$ cat src/rtl/nx_node_ctrl.sv
// nx_node_ctrl: control block of one Nexus mesh node.
// Holds the logic core's input state, applies signal updates from the fabric,
// triggers the core, and while holding the channel token walks every changed
// core output, looks up its target in the output-mapping store and emits a
// signal-state message for it.
// Optional build macro NX_NODE_CTRL_LOOPBACK_EN: when defined, store entries that
// target this node itself are applied locally as a signal update instead of
// being sent out on the fabric.
module nx_node_ctrl #(
  parameter int STREAM_WIDTH    = 32,
  parameter int ADDR_ROW_WIDTH  = 4,
  parameter int ADDR_COL_WIDTH  = 4,
  parameter int COMMAND_WIDTH   = 2,
  parameter int INPUTS          = 8,
  parameter int OUTPUTS         = 8,
  parameter int OP_STORE_LENGTH = 256,
  parameter int OP_STORE_WIDTH  = 1 + ADDR_ROW_WIDTH + ADDR_COL_WIDTH + $clog2(INPUTS) + 1
) (
  input  logic                               clk_i,
  input  logic                               rst_i,
  output logic                               idle_o,
  input  logic [ADDR_ROW_WIDTH-1:0]          node_row_i,
  input  logic [ADDR_COL_WIDTH-1:0]          node_col_i,
  input  logic                               trigger_i,
  input  logic                               token_grant_i,
  output logic                               token_release_o,
  output logic [STREAM_WIDTH-1:0]            msg_data_o,
  output logic [1:0]                         msg_dir_o,
  output logic                               msg_valid_o,
  input  logic                               msg_ready_i,
  input  logic [$clog2(OUTPUTS)-1:0]         map_idx_i,
  input  logic [ADDR_ROW_WIDTH-1:0]          map_tgt_row_i,
  input  logic [ADDR_COL_WIDTH-1:0]          map_tgt_col_i,
  input  logic [$clog2(INPUTS)-1:0]          map_tgt_idx_i,
  input  logic                               map_tgt_seq_i,
  input  logic                               map_valid_i,
  input  logic [$clog2(OUTPUTS)-1:0]         signal_index_i,
  input  logic                               signal_is_seq_i,
  input  logic                               signal_state_i,
  input  logic                               signal_valid_i,
  output logic                               core_trigger_o,
  output logic [INPUTS-1:0]                  core_inputs_o,
  input  logic [OUTPUTS-1:0]                 core_outputs_i,
  output logic [$clog2(OP_STORE_LENGTH)-1:0] store_addr_o,
  output logic [OP_STORE_WIDTH-1:0]          store_wr_data_o,
  output logic                               store_wr_en_o,
  output logic                               store_rd_en_o,
  input  logic [OP_STORE_WIDTH-1:0]          store_rd_data_i
);

  localparam int IN_IDX_W  = $clog2(INPUTS);
  localparam int OUT_IDX_W = $clog2(OUTPUTS);
  localparam int STORE_AW  = $clog2(OP_STORE_LENGTH);
  localparam int MSG_USED  = ADDR_ROW_WIDTH + ADDR_COL_WIDTH + COMMAND_WIDTH + IN_IDX_W + 2;
  localparam logic [COMMAND_WIDTH-1:0] CMD_SIG_STATE = COMMAND_WIDTH'(1);

`ifdef NX_NODE_CTRL_LOOPBACK_EN
  localparam logic LOOPBACK_EN = 1'b1;
`else
  localparam logic LOOPBACK_EN = 1'b0;
`endif

  typedef enum logic [2:0] {
    S_IDLE,
    S_LOOKUP,
    S_WAIT,
    S_SEND,
    S_RELEASE
  } state_t;

  state_t               state_q, state_d;
  logic [INPUTS-1:0]    cur_in_q;
  logic [INPUTS-1:0]    nxt_in_q;
  logic [OUTPUTS-1:0]   sent_q;
  logic                 trig_q;

  // Lookup pipeline: index chosen in LOOKUP (p0), entry and output state
  // captured when the store answers (p1).
  logic [OUT_IDX_W-1:0]      out_idx_p0;
  logic [OP_STORE_WIDTH-1:0] entry_p1;
  logic                      state_bit_p1;

  logic [OUTPUTS-1:0]   pending;
  logic [OUTPUTS-1:0]   sent_after;
  logic [OUTPUTS-1:0]   pending_after;
  logic [OUT_IDX_W-1:0] low_idx;

  logic                      e_valid;
  logic [ADDR_ROW_WIDTH-1:0] e_row;
  logic [ADDR_COL_WIDTH-1:0] e_col;
  logic [IN_IDX_W-1:0]       e_idx;
  logic                      e_seq;
  logic                      self_tgt;
  logic                      lb_hit;
  logic                      send_msg;
  logic                      send_done;
  logic [1:0]                dir;

  assign pending = core_outputs_i ^ sent_q;

  assign e_valid = entry_p1[OP_STORE_WIDTH-1];
  assign e_row   = entry_p1[OP_STORE_WIDTH-2 -: ADDR_ROW_WIDTH];
  assign e_col   = entry_p1[OP_STORE_WIDTH-2-ADDR_ROW_WIDTH -: ADDR_COL_WIDTH];
  assign e_idx   = entry_p1[1 +: IN_IDX_W];
  assign e_seq   = entry_p1[0];

  assign self_tgt  = (e_row == node_row_i) && (e_col == node_col_i);
  assign lb_hit    = LOOPBACK_EN && e_valid && self_tgt;
  assign send_msg  = (state_q == S_SEND) && e_valid && !lb_hit;
  assign send_done = (state_q == S_SEND) && (!send_msg || msg_ready_i);

  // Pick the lowest-numbered output whose state differs from what was last sent.
  always_comb begin
    low_idx = '0;
    for (int i = OUTPUTS - 1; i >= 0; i--) begin
      if (pending[i]) low_idx = OUT_IDX_W'(i);
    end
  end

  // Pending set as it will look once the output in flight is marked sent.
  always_comb begin
    sent_after             = sent_q;
    sent_after[out_idx_p0] = state_bit_p1;
    pending_after          = core_outputs_i ^ sent_after;
  end

  // Route toward the target: rows first, then columns; self falls to south.
  always_comb begin
    dir = 2'd2;
    if (e_row < node_row_i)      dir = 2'd0;
    else if (e_row > node_row_i) dir = 2'd2;
    else if (e_col > node_col_i) dir = 2'd1;
    else if (e_col < node_col_i) dir = 2'd3;
  end

  // Token FSM next state plus store/message/token strobes; store writes win.
  always_comb begin
    state_d         = state_q;
    store_addr_o    = '0;
    store_wr_data_o = '0;
    store_wr_en_o   = 1'b0;
    store_rd_en_o   = 1'b0;
    token_release_o = 1'b0;
    msg_valid_o     = 1'b0;
    if (map_valid_i) begin
      store_wr_en_o   = 1'b1;
      store_addr_o    = STORE_AW'(map_idx_i);
      store_wr_data_o = {1'b1, map_tgt_row_i, map_tgt_col_i, map_tgt_idx_i, map_tgt_seq_i};
    end
    case (state_q)
      S_IDLE: begin
        if (token_grant_i) state_d = (pending == '0) ? S_RELEASE : S_LOOKUP;
      end
      S_LOOKUP: begin
        if (pending == '0) begin
          state_d = S_RELEASE;
        end else if (!map_valid_i) begin
          store_rd_en_o = 1'b1;
          store_addr_o  = STORE_AW'(low_idx);
          state_d       = S_WAIT;
        end
      end
      S_WAIT: begin
        state_d = S_SEND;
      end
      S_SEND: begin
        msg_valid_o = send_msg;
        if (send_done) state_d = (pending_after != '0) ? S_LOOKUP : S_RELEASE;
      end
      S_RELEASE: begin
        token_release_o = 1'b1;
        state_d         = S_IDLE;
      end
      default: state_d = S_IDLE;
    endcase
  end

  // Control state: FSM, core input registers, sent record and trigger pulse.
  always_ff @(posedge clk_i) begin
    if (rst_i) begin
      state_q  <= S_IDLE;
      cur_in_q <= '0;
      nxt_in_q <= '0;
      sent_q   <= '0;
      trig_q   <= 1'b0;
    end else begin
      state_q <= state_d;
      trig_q  <= trigger_i;
      if (trigger_i) cur_in_q <= nxt_in_q;
      // Record the state actually carried by the message, not a later value.
      if (send_done) sent_q[out_idx_p0] <= state_bit_p1;
      for (int i = 0; i < INPUTS; i++) begin
        if ((state_q == S_SEND) && lb_hit && (int'(e_idx) == i)) begin
          if (e_seq) nxt_in_q[i] <= state_bit_p1;
          else       cur_in_q[i] <= state_bit_p1;
        end
        if (signal_valid_i && (int'(signal_index_i) == i)) begin
          if (signal_is_seq_i) nxt_in_q[i] <= signal_state_i;
          else                 cur_in_q[i] <= signal_state_i;
        end
      end
    end
  end

  // ---- p0 -> p1: latch the looked-up index, then the store entry and output state
  always_ff @(posedge clk_i) begin
    if (state_q == S_LOOKUP && store_rd_en_o) out_idx_p0 <= low_idx;
    if (state_q == S_WAIT) begin
      entry_p1     <= store_rd_data_i;
      state_bit_p1 <= core_outputs_i[out_idx_p0];
    end
  end

  assign msg_data_o = send_msg
    ? {e_row, e_col, CMD_SIG_STATE, e_idx, e_seq, state_bit_p1, {(STREAM_WIDTH-MSG_USED){1'b0}}}
    : '0;
  assign msg_dir_o      = send_msg ? dir : 2'd0;
  assign core_inputs_o  = cur_in_q;
  assign core_trigger_o = trig_q;
  assign idle_o         = (state_q == S_IDLE) && (pending == '0) && !trigger_i && !trig_q;

endmodule

$ cat config.mk
export PLATFORM = sky130hd
export DESIGN_NAME = nx_node_ctrl
export DESIGN_NICKNAME = d
export VERILOG_FILES = /design/src/rtl/nx_node_ctrl.sv
export SDC_FILE = /design/constraint.sdc
export NUM_CORES = 1
export LEC_CHECK = 0
export CELL_PAD_IN_SITES_DETAIL_PLACEMENT = 0
export CELL_PAD_IN_SITES_GLOBAL_PLACEMENT = 2
export CORE_MARGIN = 4
export CORE_UTILIZATION = 25
export CTS_CLUSTER_DIAMETER = 40
export DETAILED_ROUTE_END_ITERATION = 8
export GPL_TIMING_DRIVEN = 1
export MAX_ROUTING_LAYER = met4
export PLACE_DENSITY_LB_ADDON = 0.1
export SETUP_SLACK_MARGIN = 0.05
export SYNTH_ARGS = -nofsm -noshare
export SYNTH_HDL_FRONTEND = slang
export SYNTH_SLANG_ARGS = --single-unit
$ cat constraint.sdc
create_clock -name clk_i -period 3.2 [get_ports clk_i]
set_input_delay 0.64 -clock clk_i [delete_from_list [all_inputs] [get_ports clk_i]]
set_output_delay 0.64 -clock clk_i [all_outputs]
set_load 0.01 [all_outputs]
# [Yosys cells after proc, flatten, opt, wreduce, memory -nomap -nowiden]
# Cells that the tools add are included.
[word_totals] ff_bits=45 input_bits=56 word_cells=123
[op_classes] n_lt_le_gt_ge=6 n_eq_ne=14 n_mux=54 n_bitwise=2 n_reduce_logical=32
[ops] operator="3-bit 2-to-1 mux" n=16
[ops] operator="32-bit 2-to-1 mux" n=1
[ops] operator="1-bit 2-to-1 mux" n=25
[ops] operator="8-bit 2-to-1 mux" n=3
[ops] operator="2-bit AND reduction" n=8
[ops] operator="8-bit bitwise XOR" n=2
[ops] operator="3-bit == test, second input constant" n=5
[ops] operator="1-bit logical AND" n=15
[ops] operator="13-bit 2-to-1 mux" n=1
[ops] operator="3-bit by 2-bit == test with 1-bit output, second input constant" n=4
[ops] operator="3-bit one-hot mux with 4 select lines" n=1
[ops] operator="8-bit bitwise mux" n=1
[ops] operator="4-bit > comparator" n=2
[ops] operator="8-bit logical NOT" n=1
[ops] operator="4-bit < comparator" n=2
[ops] operator="2-bit 2-to-1 mux" n=4
[ops] operator="8-bit nonzero test" n=1
[ops] operator="3-bit by 1-bit == test with 1-bit output, second input constant" n=2
[ops] operator="3-bit logical NOT" n=2
[ops] operator="3-bit by 4-bit < comparator with 1-bit output, second input constant" n=1
[ops] operator="2-bit != test, second input constant" n=2
[ops] operator="1-bit binary-select mux with 3-bit select" n=1
[ops] operator="1-bit demux with 3-bit select" n=1
[ops] operator="3-bit by 1-bit >= comparator with 1-bit output, second input constant" n=1
[ops] operator="other kinds (4)" n=6

# [Logic depth before layout (Yosys ltp)]
# Gate-level depths: netlist of the first run.
[logic_depth] depth_word=12 ltp_mapped=9

# [Worst setup path after synthesis of the first run]
# OpenSTA, ideal clock, no wires.
[synth_path] path_kind="input to output" startpoint="in core_outputs_i[7]" endpoint="out store_addr_o[0]" t_arrival_ns=2.011 required_ns=2.560 path_slack_ns=0.549 path_stages=5 n_path_buf=0 path_cell_list="xor2_1 -> or4_1 -> o211ai_1 -> nor2_1 -> a22o_1"
[synth_between] elab_chain_len=12 elab_cells_between_ends=13
[synth_rtl] element="start: declaration" line="43" source="input logic [OUTPUTS-1:0] core_outputs_i,"
[synth_rtl] element="8-bit bitwise XOR *" line="99" source="assign pending = core_outputs_i ^ sent_q;"
[synth_rtl] element="3-bit 2-to-1 mux (8 in series)" line="116" source="if (pending[i]) low_idx = OUT_IDX_W'(i);"
[synth_rtl] element="3-bit 2-to-1 mux" line="157" source="end else if (!map_valid_i) begin"
[synth_rtl] element="8-bit 2-to-1 mux *" line="155" source="if (pending == '0) begin"
[synth_rtl] element="8-bit 2-to-1 mux *" line="150" source="case (state_q)"
[synth_rtl] element="end: declaration" line="44" source="output logic [$clog2(OP_STORE_LENGTH)-1:0] store_addr_o,"
# Every way passes the cells marked *; elsewhere a longest branch is shown, timed or not.

# [Final worst setup path of the first run]
[layout_path] startpoint="in core_outputs_i[6]" endpoint="out store_addr_o[0]"
[layout_between] elab_chain_len=11 elab_cells_between_ends=12
[layout_rtl] element="8-bit bitwise XOR *" line="99"
[layout_rtl] element="3-bit 2-to-1 mux (7 in series)" line="116"
[layout_rtl] element="3-bit 2-to-1 mux" line="157"
[layout_rtl] element="8-bit 2-to-1 mux *" line="155"
[layout_rtl] element="8-bit 2-to-1 mux *" line="150"
# Marks and branches as above.

==> results by group, run 1 <==
Cells and area
  – Area grow syn2layout: 44.67%
  – Fillers: 1281
  – Final Net Count: 534
  – Final core occ: 0.3730
  – Ratio of cells with drive above 1 in the final layout: 0.1125
  – ANT cells: 0

Power and ir drop
  – Total power density per cell area: 352.4 nW/um2
  – Final Power: 1592 uW
  – IR drop worst, VDD: 0.2011 mV
  – P_leak: 0.001850 uW

Route
  – Routed WL per cell: 14.55 um
  – Residual DRC: 0
  – Detailed Route WL: 9296 um
  – Drt first-iter violations: 110
  – Router iterations before antenna repair: 4
  – Routed vias: 2828
  – Final ANT Viol Nets: 0
  – Via density: 4.426

Critical path
  – Critical-path top delay cell: or4_4
  – CP Capture Type: output port
  – Critical path cell sequence: dlygate4sd2_1, xor2_1, or4_4, o211ai_1, nor2_1, a22o_1, clkdlybuf4s15_2
  – Reg2Reg Depth: 6
  – WP buf/inv: 2
  – Delay-heaviest family, CP: simple AND/OR/NAND/NOR gates
  – Reg2reg end: state_q[2]
  – Max Fanout on Critical Path: 3
  – Setup crit start kind: input pin
  – CP Depth: 7
  – Setup crit start: core_outputs_i[6]
  – Setup CP Type: in -> out
  – Reg-to-reg slack, setup: 0.52 ns
  – FF-to-FF Start: out_idx_p0[1]
  – CP max stage delay: 0.57 ns
  – Critical path destination: store_addr_o[0]
  – Req. time, crit path: 2.56 ns
  – Worst Path Arrival: 2.37 ns

Clocking
  – CTS tree: built
  – Htree depth: 2
  – Worst-path clk slew: 0.06 ns
  – CTS buffer count: 5
  – Clock sinks: 45
  – Worst-Skew Late Latency: 0.28 ns
  – Worst-case clock buffer depth: 2
  – CTS Root Cell: clkbuf_16

Floorplan
  – Area of the core: 12110 um2
  – # IOs: 125
  – Initial Util: 0.2579
  – Die footprint: 14340 um2
  – Rows: 40
  – Die X: 119.8 um
  – Height of the die: 119.8 um

Synthesis
  – Synth Register Bits: 45
  – Fraction of registers with async set/reset: 0
  – Main synth FF type: dfxtp_1
  – Post-synthesis cell count: 356
  – Cell variety after synth: 50
  – Seq/Total Area, Yosys: 0.3429
  – Syn avg cell area: 8.772 um2
  – Ys Warns: 0
  – Post-synthesis cell area: 3123 um2
  – Post-synth EDFFs: 17

Hold path
  – Min-delay worst type: reg -> reg

Timing
  – Worst-margin pin slew: 0.6978 ns
  – Unrepaired setup endpoints after global routing: no
  – FMAX: 0.3325 GHz
  – Setup total negative slack: 0 ns
  – Final hold violations: 0
  – Fin crit period: 3.008 ns
  – Pins Over Slew Limit: 0
  – # setup viols final: 0
  – Slew headroom: 0.5338
  – Setup ws final: 0.1924 ns
  – Setup Skew: 0.003493 ns
  – Fin crit share: 0.9399

Job
  – MaxCap Viol Count: 0

GRT
  – Initial antenna violation count: 0
  – Total grt overflow: 0
  – Largest net degree at the start of global routing: 19
  – First-pass GRT wire length: 14880 um
  – Vias in the first global route: 2768
  – Overall routing resource usage: 0.1317

Placed design
  – Port Buffers: 101
  – Detail Placement HPWL: 7238 um
  – GPL Wtd Cong: 0.7681
  – Place WS: -0.3704 ns

Run status
  – Run status: completed
-- area by class of cell --
class,instances,area [um2],area share
clock buffers,6,128.9,0.02852
clock inverters,2,33.78,0.007477
inverters,14,52.55,0.01163
multi-input cells,272,1795,0.3974
flip-flops and latches,45,1071,0.2371
well taps,168,210.2,0.04652
repair buffers,132,1226,0.2714
-- metrics by stage --
| step | cell area [um2] | instances | hold slack (ns) |
|---|---|---|---|
| 3_3_place_gp | 4333 | 630 | 0.4625 |
| 3_5_place_dp | 4333 | 630 | 0.4684 |
| 5_1_grt | 4518 | 639 | 0.5028 |
| 2_1_floorplan | 3206 | 378 | 0.4502 |
| 4_1_cts | 4508 | 639 | 0.4773 |
| 6_report | 4518 | 639 | 0.4785 |
-- per-layer routing --
metal | global-route usage | vias up | part of all wire
met5 | - | - | 0
met3 | 0.02686 | 8 | 0.060
met1 | 0.1847 | 1294 | 0.50
met4 | 0.02577 | 0 | 0.0076
li1 | - | 1432 | -
met2 | 0.1981 | 94 | 0.44
-- cell usage in the layout (no fill, tap or decap), drive strengths merged, types with 5 or more instances in the layout --
cell type | synthesis | layout
and3 | 13 | 13
inv | 14 | 14
clkbuf | 13 | 9
nor2b | 9 | 9
nand3 | 5 | 5
conb | 1 | 23
dfxtp | 28 | 28
nor2 | 38 | 38
xor2 | 6 | 6
nand3b | 7 | 7
nor3b | 10 | 10
ha | 8 | 8
o21ai | 16 | 16
nand2b | 11 | 11
dlygate4sd2 | 0 | 5
nand2 | 12 | 12
mux2i | 28 | 28
a21oi | 18 | 18
and2 | 15 | 15
edfxtp | 17 | 17
nor3 | 7 | 7
buf | 34 | 31
clkdlybuf4s50 | 0 | 90
-- worst min path at each step --
stage                      startpoint           to  slack (ns)  depth (start not counted)
after floorplan           nxt_in_q[2]  nxt_in_q[2]        0.45                          2
after global placement    nxt_in_q[2]  nxt_in_q[2]        0.46                          2
after detailed placement  nxt_in_q[6]  nxt_in_q[6]        0.47                          2
after CTS                 nxt_in_q[6]  nxt_in_q[6]        0.48                          2
after global routing      nxt_in_q[4]  nxt_in_q[4]        0.50                          2
final                     nxt_in_q[4]  nxt_in_q[4]        0.48                          2
-- worst reg2reg max path, cell delays in order (launching register included) --
cell and delay [ns]:
edfxtp_1 0.77, nor3b_2 0.35, nor2_1 0.07, a2bb2oi_1 0.13, or4_1 0.57, or4_1 0.51, a211oi_2 0.21
-- kinds of logic (layout without fill, tap and decap cells) --
logic type               after synthesis  in the layout  synth area share
AND/OR/NAND/NOR                      144            144            0.2620
buffers and inverters                 61            154            0.1190
AO/OA/AOI/OAI                         56             56            0.1142
flip-flops                            45             45            0.3429
multiplexers                          31             31            0.1006
XOR/XNOR                              10             10           0.02804
adder cells (fa/ha/maj)                8              8           0.03205
other                                  1             23          0.001201
-- Yosys cell counts (all sizes together), types with 2 or more instances --
library cell / count / area (um2)
o211ai: 2 / 15.01
o21ai: 16 / 80.08
nor2b: 9 / 56.30
inv: 14 / 52.55
nand3: 5 / 25.02
o22ai: 2 / 12.51
o311a: 3 / 30.03
a21oi: 18 / 90.09
clkbuf: 13 / 48.80
buf: 34 / 270.3
and2: 15 / 93.84
edfxtp: 17 / 510.5
nor3: 7 / 35.03
or4: 4 / 30.03
xnor2: 4 / 35.03
a211oi: 3 / 27.52
mux2: 3 / 33.78
dfxtp: 28 / 560.5
xor2: 6 / 52.55
nand4: 4 / 25.02
nand2b: 11 / 68.82
nor2: 38 / 142.6
mux2i: 28 / 280.3
nand4b: 2 / 17.52
a21o: 2 / 15.01
ha: 8 / 100.1
a2bb2oi: 2 / 17.52
nand3b: 7 / 52.55
nor3b: 10 / 85.08
nand2: 12 / 45.04
and3: 13 / 81.33
and3b: 3 / 26.28
-- sequential cells by signal, summed over array words and instances (netlist names) --
name,cells
entry_p1,13
core_inputs_o,8
nxt_in_q,8
sent_q,8
out_idx_p0,3
state_q,3
core_trigger_o,1
state_bit_p1,1
-- report_power, final --
group | internal, uW | switching (uW)
registers | 622 | 28.3
clock network | 366 | 212
logic | 192 | 171
total | 1180 | 411
-- timing repair --
| item | 4_1_cts | 5_1_grt |
|---|---|---|
| cloned | 0 | 0 |
| buffers inserted | 1 | 0 |
| pin swaps | 3 | 4 |
| hold buffers | 0 | 0 |
| setup endpoints to repair | 7 | 6 |
| resized for setup | 17 | 12 |
No activity file was read; power rests on OpenSTA's default activity.
==> run 2, diff against run 1 <==
Settings changed: CORE_ASPECT_RATIO from default to 1.2, CTS_CLUSTER_SIZE from default to 25.
Clock period 3.2 ns to 3.06 ns, I/O delays scaled along.
==> results by group, run 2 (same netlist as run 1, synthesis figures left out) <==
Run status
  – Run status: completed (unchanged)

GRT
  – Vias in the first global route: 2846 (was 2768)
  – Largest net degree at the start of global routing: 20 (was 19)
  – Initial antenna violation count: 0 (unchanged)
  – First-pass GRT wire length: 14850 um (was 14880 um)
  – Overall routing resource usage: 0.1362 (was 0.1317)
  – Total grt overflow: 0 (unchanged)

Clocking
  – Worst-case clock buffer depth: 2 (unchanged)
  – Htree depth: 2 (unchanged)
  – CTS buffer count: 5 (unchanged)
  – CTS Root Cell: clkbuf_16 (unchanged)
  – Worst-Skew Late Latency: 0.29 ns (was 0.28 ns)
  – CTS tree: built (unchanged)
  – Worst-path clk slew: 0.06 ns (about the same)
  – Clock sinks: 45 (unchanged)
  – # hold bufs at CTS: 0 (unchanged)

Hold path
  – Hold EP: nxt_in_q[4] (unchanged)
  – Hold depth: 2 (unchanged)
  – Min-delay worst type: reg -> reg (unchanged)
  – Worst Hold Launch: nxt_in_q[4] (unchanged)

Floorplan
  – Die X: 110.0 um (was 119.8 um)
  – Die footprint: 14350 um2 (was 14340 um2)
  – Initial Util: 0.2567 (was 0.2579)
  – Height of the die: 130.4 um (was 119.8 um)
  – Area of the core: 12170 um2 (was 12110 um2)
  – # IOs: 125 (unchanged)
  – Rows: 44 (was 40)

Cells and area
  – Number of flip-flops in the largest register: 13 (unchanged)
  – Biggest register: entry_p1 (unchanged)
  – ANT cells: 0 (unchanged)
  – Ratio of cells with drive above 1 in the final layout: 0.1250 (was 0.1125)
  – Fillers: 1255 (was 1281)
  – Fin area: 4514 um2 (was 4518 um2)
  – Commonest non-fill, non-tap cell in the layout: clkdlybuf4s50_1 (unchanged)
  – Area grow syn2layout: 44.55% (was 44.67%)
  – Final Net Count: 535 (was 534)
  – Most frequent cells in the layout: 90 x clkdlybuf4s50_1, 38 x nor2_1, 32 x buf_4 (was 90 x clkdlybuf4s50_1, 38 x nor2_1, 31 x buf_4)

Route
  – Router iterations before antenna repair: 4 (unchanged)
  – Final ANT Viol Nets: 0 (unchanged)
  – Routed vias: 2808 (was 2828)
  – Residual DRC: 0 (unchanged)
  – Drt first-iter violations: 105 (was 110)
  – Detailed Route WL: 9513 um (was 9296 um)
  – Routed WL per cell: 15.03 um (was 14.55 um)
  – Via density: 4.436 (was 4.426)

Power and ir drop
  – IR drop worst, VDD: 0.2327 mV (was 0.2011 mV)
  – P_leak: 0.001845 uW (was 0.001850 uW)
  – Total power density per cell area: 359.8 nW/um2 (was 352.4 nW/um2)

Timing
  – Pins Over Slew Limit: 0 (unchanged)
  – Worst-margin pin slew: 0.6915 ns (was 0.6978 ns)
  – FMAX: 0.3439 GHz
  – Fin crit share: 0.9504
  – Fin crit period: 2.908 ns
  – Setup total negative slack: 0 ns (unchanged)
  – Final hold violations: 0 (unchanged)
  – Slew headroom: 0.5390 (was 0.5338)
  – Unrepaired setup endpoints after global routing: no (unchanged)
  – # setup viols final: 0 (unchanged)
  – Setup Skew: 0.006961 ns (was 0.003493 ns)

Job
  – MaxCap Viol Count: 0 (unchanged)

Placed design
  – Cell Area, Placed: 4324 um2 (was 4333 um2)
  – Port Buffers: 101 (unchanged)
  – GPL Wtd Cong: 0.7636 (was 0.7681)
  – Detail Placement HPWL: 7458 um (was 7238 um)

Critical path
  – Setup crit start kind: input pin (unchanged)
  – Req. time, crit path: 2.45 ns (was 2.56 ns)
  – CP Capture Type: output port (unchanged)
  – Reg2reg end: state_q[2] (unchanged)
  – FF-to-FF Start: out_idx_p0[1] (unchanged)
  – Setup CP Type: in -> out (unchanged)
  – Reg2Reg Depth: 7 (was 6)
  – Max Fanout on Critical Path: 3 (unchanged)
  – Worst Path Arrival: 2.30 ns (was 2.37 ns)
  – Reg-to-reg slack, setup: 0.32 ns (was 0.52 ns)
## run 2: cell types whose count changed in the layout (fill, tap and decap cells not counted), sizes merged
cell,delta
buf,+5
bufinv,-1
clkbuf,-1
clkdlybuf4s15,-1
dlygate4sd2,-1
dlymetal6s2s,-1
inv,+1
## run 2: through the flow
stage	setup WS (ns)	cells	util	power [uW]	hold slack [ns]
6_report	0.1519	633	0.3710	1624	0.4782
5_1_grt	0.05609	633	0.3710	1724	0.5284
4_1_cts	0.05308	633	0.3707	1657	0.4813
3_5_place_dp	-0.5423	623	0.3554	1077	0.4712
3_3_place_gp	-0.5164	623	0.3554	1076	0.4629
2_1_floorplan	0.4650	378	-	903.1	0.4502
## run 2: layer usage
layer / share of wire / vias to the layer above / track usage / routed length [um]
met5: 0 / - / - / 0
met4: 0.016 / 0 / 0.03668 / 154
met3: 0.039 / 12 / 0.02064 / 370
met2: 0.51 / 71 / 0.2404 / 4882
met1: 0.43 / 1296 / 0.1601 / 4106
li1: - / 1429 / - / -
## run 2: cell type report
type / instances / area [um2] / share of cell area
clock inverters: 2 / 12.51 / 0.002772
inverters: 14 / 52.55 / 0.01164
multi-input cells: 272 / 1821 / 0.4033
flip-flops and latches: 45 / 1071 / 0.2373
clock buffers: 6 / 138.9 / 0.03076
repair buffers: 133 / 1217 / 0.2697
well taps: 161 / 201.4 / 0.04462
## run 2: power breakdown
part           total (uW)  switching [uW]  internal [uW]
registers             680            29.8            650
clock network         558             233            325
logic                 386             180            205
## run 2: critical path, stage by stage
cell	delay (ns)
dlygate4sd2_1	0.25
xor2_1	0.16
or4_4	0.57
o211ai_1	0.23
nor2_1	0.10
buf_4	0.15
clkdlybuf4s15_2	0.22
## run 2: how the worst max path moves through the flow
stage / startpoint / to / slack (ns) / cells past startpoint
2_1_floorplan: core_outputs_i[7] / store_addr_o[0] / 0.47 / 5
3_3_place_gp: core_outputs_i[7] / idle_o / -0.52 / 7
6_report: core_outputs_i[4] / store_rd_en_o / 0.15 / 7
5_1_grt: node_col_i[1] / msg_dir_o[0] / 0.06 / 10
4_1_cts: node_col_i[1] / msg_dir_o[1] / 0.05 / 10
3_5_place_dp: core_outputs_i[7] / idle_o / -0.54 / 7
## run 2: repair_timing
action	in CTS	in global routing
setup endpoints to repair	7	6
gates resized for setup	33	7
buffers inserted	2	0
pin swaps	3	5
